$ cat config.mk
export PLATFORM = sky130hd
export DESIGN_NAME = rock_strategy_flat
export DESIGN_NICKNAME = d
export VERILOG_FILES = /design/src/rtl/rock_pkg.sv /design/src/rtl/rock_strategy_if.sv /design/src/rtl/slow_tick.sv /design/src/rtl/rock_strategy.sv /design/src/flat_wrapper.sv
export SDC_FILE = /design/constraint.sdc
export NUM_CORES = 1
export LEC_CHECK = 0
export BUFFER_PORTS_ARGS = -buffer_cell sky130_fd_sc_hd__buf_2
export CAP_MARGIN = 20
export CORE_MARGIN = 2
export CORE_UTILIZATION = 40
export CTS_CLUSTER_DIAMETER = 120
export DETAILED_ROUTE_END_ITERATION = 8
export HOLD_SLACK_MARGIN = 0.03
export RECOVER_POWER = 25
export SLEW_MARGIN = 0
export SYNTH_ARGS = -nofsm -noshare
export SYNTH_HDL_FRONTEND = slang
export SYNTH_HIERARCHICAL = 1
export SYNTH_SLANG_ARGS = --single-unit
$ cat constraint.sdc
create_clock -name clk -period 2.8 [get_ports clk]
set_clock_uncertainty 0.2 [all_clocks]
set_input_delay 0.28 -clock clk [delete_from_list [all_inputs] [get_ports clk]]
set_output_delay 0.28 -clock clk [all_outputs]
set_load 0.005 [all_outputs]
$ cat src/rtl/rock_pkg.sv
// Shared definitions for the cradle rocking strategy: index layout, FSM encoding,
// and the small helpers used by the ramp and the candidate walk.
package rock_pkg;

    localparam int IDX_W = 6;
    localparam int FLD_W = 3;
    localparam logic [IDX_W-1:0] IDX_OFF = 6'd0;

    typedef enum logic [1:0] {
        ST_IDLE,
        ST_RAMP,
        ST_EVAL,
        ST_DECIDE
    } rock_state_e;

    function automatic logic [FLD_W-1:0] step_toward(input logic [FLD_W-1:0] cur,
                                                     input logic [FLD_W-1:0] tgt);
        if (cur < tgt) begin
            return cur + 1'b1;
        end else if (cur > tgt) begin
            return cur - 1'b1;
        end
        return cur;
    endfunction

    // The walk skips index 0 so "motor stopped" is never offered as a candidate.
    function automatic logic [IDX_W-1:0] next_idx(input logic [IDX_W-1:0] i);
        return (i == '1) ? IDX_W'(1) : i + 1'b1;
    endfunction

endpackage

$ cat src/rtl/rock_strategy_if.sv
// Stress verdicts in, motor setpoints and search status out. The slave side is the
// strategy block; the master side is whatever feeds it (stress stage, timebase, enable).
interface rock_strategy_if;
    import rock_pkg::*;

    logic             slowClk;
    logic             enable;
    logic             stressLaag;
    logic             stressGelijk;
    logic [FLD_W-1:0] freq;
    logic [FLD_W-1:0] amp;
    logic             motorAan;
    logic             changed;
    logic [IDX_W-1:0] bestIdx;

    modport master (
        output slowClk, enable, stressLaag, stressGelijk,
        input  freq, amp, motorAan, changed, bestIdx
    );

    modport slave (
        input  slowClk, enable, stressLaag, stressGelijk,
        output freq, amp, motorAan, changed, bestIdx
    );

endinterface

$ cat src/rtl/slow_tick.sv
// Brings the slow timebase level into the clk domain and turns each rising edge into
// a single-clk tick pulse. Shared by every slow-domain consumer.
module slow_tick (
    input  logic clk,
    input  logic reset,
    input  logic level,
    output logic tick
);

    logic [2:0] sync_q;

    // NOTE: sequential state uses non-blocking assignments so every flop samples the
    // pre-edge value; blocking here would collapse the shift chain into one stage.
    always_ff @(posedge clk or posedge reset) begin
        if (reset) begin
            sync_q <= '0;
        end else begin
            sync_q <= {sync_q[1:0], level};
        end
    end

    assign tick = sync_q[1] & ~sync_q[2];

endmodule

$ cat src/rtl/rock_strategy.sv
// Search over {freq,amp} rocking settings driven by stress verdicts: keep improvements,
// revert on rising stress, move on after a stagnant run. Setpoints slew one LSB per tick.
module rock_strategy
    import rock_pkg::*;
#(
    parameter int               EVAL_TICKS   = 8,
    parameter int               STABLE_EVALS = 4,
    parameter logic [IDX_W-1:0] START_IDX    = 6'd9
) (
    input logic            clk,
    input logic            reset,
    rock_strategy_if.slave bus
);

    localparam int WIN_W = (EVAL_TICKS > 1) ? $clog2(EVAL_TICKS) : 1;
    localparam int EQ_W  = $clog2(STABLE_EVALS + 1);
    localparam logic [WIN_W-1:0] WIN_LAST = WIN_W'(EVAL_TICKS - 1);
    localparam logic [EQ_W-1:0]  EQ_LAST  = EQ_W'(STABLE_EVALS);

    rock_state_e      state_q, state_d;
    logic [IDX_W-1:0] tgt_q, tgt_d;
    logic [IDX_W-1:0] best_q, best_d;
    logic [FLD_W-1:0] freq_q, amp_q;
    logic [WIN_W-1:0] win_q, win_d;
    logic [EQ_W-1:0]  eq_q, eq_d, eq_inc;
    logic             laag_q, laag_d;
    logic             gelijk_q, gelijk_d;
    logic             changed_q, changed_d;
    logic             tick;
    logic             settled;

    slow_tick u_tick (
        .clk   (clk),
        .reset (reset),
        .level (bus.slowClk),
        .tick  (tick)
    );

    // The ramp runs in every state, so a disabled motor still winds down gently.
    always_ff @(posedge clk or posedge reset) begin
        if (reset) begin
            freq_q <= '0;
            amp_q  <= '0;
        end else if (tick) begin
            freq_q <= step_toward(freq_q, tgt_q[IDX_W-1:FLD_W]);
            amp_q  <= step_toward(amp_q, tgt_q[FLD_W-1:0]);
        end
    end

    assign settled = ({freq_q, amp_q} == tgt_q);
    assign eq_inc  = eq_q + 1'b1;

    // NOTE: every signal written below gets a default first, so no path leaves one
    // unassigned and no latch is inferred.
    always_comb begin
        state_d   = state_q;
        tgt_d     = tgt_q;
        best_d    = best_q;
        win_d     = win_q;
        eq_d      = eq_q;
        laag_d    = laag_q;
        gelijk_d  = gelijk_q;
        changed_d = 1'b0;

        if (!bus.enable) begin
            // Disable outranks a coincident tick: no window or decision update.
            state_d = ST_IDLE;
            tgt_d   = IDX_OFF;
            win_d   = '0;
            eq_d    = '0;
        end else begin
            unique case (state_q)
                ST_IDLE: begin
                    if (tick) begin
                        state_d   = ST_RAMP;
                        tgt_d     = START_IDX;
                        changed_d = 1'b1;
                    end
                end
                ST_RAMP: begin
                    if (settled) begin
                        state_d = ST_EVAL;
                        win_d   = '0;
                    end
                end
                ST_EVAL: begin
                    if (tick) begin
                        if (win_q == WIN_LAST) begin
                            laag_d   = bus.stressLaag;
                            gelijk_d = bus.stressGelijk;
                            win_d    = '0;
                            state_d  = ST_DECIDE;
                        end else begin
                            win_d = win_q + 1'b1;
                        end
                    end
                end
                ST_DECIDE: begin
                    if (laag_q) begin
                        best_d  = tgt_q;
                        eq_d    = '0;
                        state_d = ST_EVAL;
                    end else if (gelijk_q) begin
                        if (eq_inc == EQ_LAST) begin
                            eq_d      = '0;
                            tgt_d     = next_idx(tgt_q);
                            changed_d = 1'b1;
                            state_d   = ST_RAMP;
                        end else begin
                            eq_d    = eq_inc;
                            state_d = ST_EVAL;
                        end
                    end else begin
                        // Stress rose: fall back to the best known setting unless we are on it.
                        tgt_d     = (best_q != IDX_OFF && best_q != tgt_q) ? best_q : next_idx(tgt_q);
                        changed_d = 1'b1;
                        eq_d      = '0;
                        state_d   = ST_RAMP;
                    end
                end
            endcase
        end
    end

    always_ff @(posedge clk or posedge reset) begin
        if (reset) begin
            state_q   <= ST_IDLE;
            tgt_q     <= IDX_OFF;
            best_q    <= IDX_OFF;
            win_q     <= '0;
            eq_q      <= '0;
            laag_q    <= 1'b0;
            gelijk_q  <= 1'b0;
            changed_q <= 1'b0;
        end else begin
            state_q   <= state_d;
            tgt_q     <= tgt_d;
            best_q    <= best_d;
            win_q     <= win_d;
            eq_q      <= eq_d;
            laag_q    <= laag_d;
            gelijk_q  <= gelijk_d;
            changed_q <= changed_d;
        end
    end

    assign bus.freq     = freq_q;
    assign bus.amp      = amp_q;
    assign bus.motorAan = (state_q != ST_IDLE);
    assign bus.changed  = changed_q;
    assign bus.bestIdx  = best_q;

endmodule

$ cat src/flat_wrapper.sv
// flat-port wrapper written by rule: the top's interface ports become plain ports
module rock_strategy_flat import rock_pkg::*;
#(
    parameter int               EVAL_TICKS   = 8,
    parameter int               STABLE_EVALS = 4,
    parameter logic [IDX_W-1:0] START_IDX    = 6'd9
)
  (clk, reset, bus_slowClk, bus_enable, bus_stressLaag, bus_stressGelijk, bus_freq, bus_amp, bus_motorAan, bus_changed, bus_bestIdx);
  rock_strategy_if bus_i ();
  input logic clk;
  input logic reset;
  input wire logic [$bits(bus_i.slowClk)-1:0] bus_slowClk;
  input wire logic [$bits(bus_i.enable)-1:0] bus_enable;
  input wire logic [$bits(bus_i.stressLaag)-1:0] bus_stressLaag;
  input wire logic [$bits(bus_i.stressGelijk)-1:0] bus_stressGelijk;
  output wire logic [$bits(bus_i.freq)-1:0] bus_freq;
  output wire logic [$bits(bus_i.amp)-1:0] bus_amp;
  output wire logic [$bits(bus_i.motorAan)-1:0] bus_motorAan;
  output wire logic [$bits(bus_i.changed)-1:0] bus_changed;
  output wire logic [$bits(bus_i.bestIdx)-1:0] bus_bestIdx;
  assign bus_i.slowClk = bus_slowClk;
  assign bus_i.enable = bus_enable;
  assign bus_i.stressLaag = bus_stressLaag;
  assign bus_i.stressGelijk = bus_stressGelijk;
  assign bus_freq = bus_i.freq;
  assign bus_amp = bus_i.amp;
  assign bus_motorAan = bus_i.motorAan;
  assign bus_changed = bus_i.changed;
  assign bus_bestIdx = bus_i.bestIdx;
  rock_strategy #(.EVAL_TICKS(EVAL_TICKS), .STABLE_EVALS(STABLE_EVALS), .START_IDX(START_IDX)) u_core (.clk(clk), .reset(reset), .bus(bus_i));
endmodule
==> impl_metrics.csv <==
group,metric,value,unit
worst_setup_path,endpoint_kind,"register",
worst_setup_path,path_max_fanout,6,
grt,grt_start_max_net_pins,30,
clocking,cts_buffer_depth,2,
route,drc_errors,0,
layout,layout_commonest_cell,"dfrtp_1",
floorplan,row_count,25,
synth,yosysWarnings,6,
placed_design,gp_congestion,0.812,
worst_setup_path,crit_arrival,2.37,ns
grt,grt_usage,16.5,%
worst_setup_path,setup.worst_path.start_class,"register",
min_path,hold_depth,0,
clocking,root_buffer,"clkbuf_8",
sta,fmax,415,MHz
worst_setup_path,crit_chain,"inv_1 > ha_1 > nor2b_1 > o21ai_1 > nand2_1 > fa_1 > nor3b_1 > nor3_1 > xor2_1",
route,wl_met2,1800,um
min_path,whs_endpoint,"u_core/u_tick/sync_q[1]",
outcome,violations,"max-capacitance violations, max-slew violations",
route,wl_met3,127,um
worst_setup_path,r2r-end,"u_core/bus.amp[2]",
outcome,status,"complete, but fails checks",
synth,synth_top_cell_by_area,"dfrtp_1",
grt,antenna_found_initial,0,
route,top_layer_used,"met4",
worst_setup_path,criticalPathCategory,"register to register",
job,cap_violations,1,
clocking,cts-resized-gates,0,
synth,avgSynthCellArea,9.67,sq um
worst_setup_path,r2r_start,"u_core/tgt_q[1]",
layout,area_growth,13.8,%
sta,max_slew.worst_pin.slew,1.62,ns
worst_setup_path,reg2reg_depth,9,
clocking,insertion_delay,0.29,ns
synth,synth-xor-area-share,5.28,%
sta,holdWs,0.154,ns
synth,netlist_area,1990,sq um
synth,yosys.area.top_type_share,40.2,%
floorplan,core-area,4750,sq um
clocking,htreeDepth,2,
floorplan,die_y,74.6,um
worst_setup_path,cpPeakStageDelay,0.44,ns
route,via_per_inst,5.16,
power,total_power,1.65,mW
layout,fin_cells,300,
sta,setup_viol,0,
power,p_leak,1.06,nW
worst_setup_path,reg2reg_setup_slack,0.39,ns
floorplan,die_w,74.6,um
sta,maxSlewHeadroom,-8.23,%
layout,design_area,2270,sq um
placed_design,place_hpwl,2870,um
min_path,hp-class,"register to register",
synth,synth-edff-count,0,
route,wl_per_cell,13.5,um
clocking,clk_pin_slew,0.06,ns
floorplan,fp.dieArea,5560,sq um
floorplan,start_util,41.9,%
floorplan,num_io_pins,20,
synth,synth_fa_ha_area_share,12.7,%
sta,period_minus_slack,2.41,ns
route,wl_met1,2060,um
grt,grt_pass1_wl,6910,um
sta,hold_violations,0,
sta,min_period_over_period,86.0,%
sta,maxSlewViolCount,30,
worst_setup_path,worstPathRequired,2.76,ns
synth,synth-main-ff-cell,"dfrtp_1",
route,first_iter_violations,64,
grt,grt_pass1_vias,1486,
sta,setup_tns,0,ns
power,power_density,729,nW/um^2
synth,synth_area_leaders,"dfrtp_1 (40%), ha_1 (11%), xnor2_1 (4.4%)",
synth,synth.mux.area_fraction,6.47,%
synth,synth-compound-area-share,13.7,%
sta,rsz0062_at_grt,"false",
power,irDropWorstVdd,0.420,mV
synth,syn-instance-count,206,
layout,diodes,0,
route,wl,4050,um
clocking,cts.sinks,32,
layout,drive_gt1_share,11.6,%
placed_design,portBuffers,19,
route,num_vias,1549,
route,drt_pre_antenna_iters,4,
grt,grt_overflow,0,
route,antenna_left,0,
layout,layout_common_cells,"dfrtp_1 (32), nand2_1 (23), inv_1 (20)",
synth,synth-simple-area-share,16.5,%
worst_setup_path,cp_slowest_cell,"dfrtp_1",
clocking,cts_buffers,5,
placed_design,place_inst,289,
synth,synth.net_count,231,
synth,synthArstFlopShare,100,%
placed_design,place_area,2150,sq um
synth,ys_seq_elements,32,
clocking,cts_tree,"yes",
synth,synth_cell_types,40,
min_path,holdCritStartpoint,"u_core/u_tick/sync_q[0]",
layout,num-nets-final,258,
synth,synth_top_family_by_area,"simple AND/OR/NAND/NOR gates",
synth,yosysSeqAreaShare,40.2,%
where the power goes:
part | leakage, nW | switching [mW] | internal (mW)
clock | 0.0410 | 0.169 | 0.169
combinational | 0.595 | 0.364 | 0.311
sequential | 0.423 | 0.0980 | 0.541
total | 1.06 | 0.631 | 1.02
metal layers:
layer | up-vias | GRT usage [%]
met4 | 0 | 5.36
met5 | - | 0
met2 | 29 | 24.9
li1 | 768 | -
met3 | 7 | 4.07
met1 | 745 | 23.3
worst max-delay path by stage:
| stage | start | to | slack (ns) | depth (start not counted) |
|---|---|---|---|---|
| after floorplan | u_core/tgt_q[1] | u_core/bus.amp[2] | 0.60 | 9 |
| after global placement | u_core/tgt_q[1] | u_core/bus.amp[2] | 0.52 | 9 |
| after detailed placement | u_core/tgt_q[1] | u_core/bus.amp[2] | 0.41 | 9 |
| after CTS | u_core/tgt_q[1] | u_core/bus.amp[2] | 0.40 | 9 |
| after global routing | reset | u_core/bus.freq[1] | 0.16 | 4 |
| final | u_core/tgt_q[1] | u_core/bus.amp[2] | 0.39 | 9 |
cells in the mapped netlist (2+ instances only):
cell,n
dfrtp_1,32
nand2_1,23
inv_1,20
ha_1,17
o21ai_1,10
xnor2_1,10
nor2_1,8
a21oi_1,7
mux2_1,7
nor2b_1,7
nand3_1,6
mux2i_1,5
nand4_1,5
nor3_1,5
o21ai_0,4
a21boi_0,3
and2_1,3
nor3b_1,3
o311ai_1,3
a21boi_1,2
a31oi_1,2
buf_2,2
fa_1,2
o211ai_1,2
o22ai_1,2
xor2_1,2
area by class of cell:
class	count	area, sq um
clock buffers	6	72.6
clock inverters	1	5.00
fillers	499	2490
inverters	21	78.8
multi-input cells	149	1090
flip-flops and latches	32	801
well taps	67	83.8
repair buffers	24	138
per-stage QoR:
stage | util, % | setup WS (ns)
2_1_floorplan | - | 0.604
3_3_place_gp | 45.3 | 0.519
3_5_place_dp | 45.3 | 0.406
4_1_cts | 47.8 | 0.395
5_1_grt | 47.7 | 0.164
6_report | 47.7 | 0.392
logic make-up (layout without fill, tap and decap cells):
| family | after synthesis | count (layout) |
|---|---|---|
| buffers and inverters | 25 | 52 |
| xor gates and xnor gates | 12 | 12 |
| AOI/OAI and AO/OA | 41 | 41 |
| DFF | 32 | 32 |
| muxes | 12 | 12 |
| adders and majority gates | 19 | 19 |
| and+or+nand+nor | 65 | 65 |
worst max-delay path, delay by kind of cell (launching register included):
kind	cells	cell delay, ns
AO/OA/AOI/OAI	1	0.19
XOR/XNOR	1	0.14
adder cells (fa/ha/maj)	2	0.67
buffers and inverters	1	0.09
flip-flops	1	0.44
AND/OR/NAND/NOR	4	0.56
sequential cells by signal, indices dropped and copies added (netlist names), 2 cells and up:
name / cells
u_core/bus.amp: 3
u_core/bus.bestIdx: 6
u_core/bus.freq: 3
u_core/eq_q: 3
u_core/state_q: 2
u_core/tgt_q: 6
u_core/u_tick/sync_q: 3
u_core/win_q: 3
repair_timing:
item	CTS	global route
hold buffers	4	0
setup buffers	0	0
hold endpoints to repair	35	0
No activity file was read; power rests on OpenSTA's default activity.
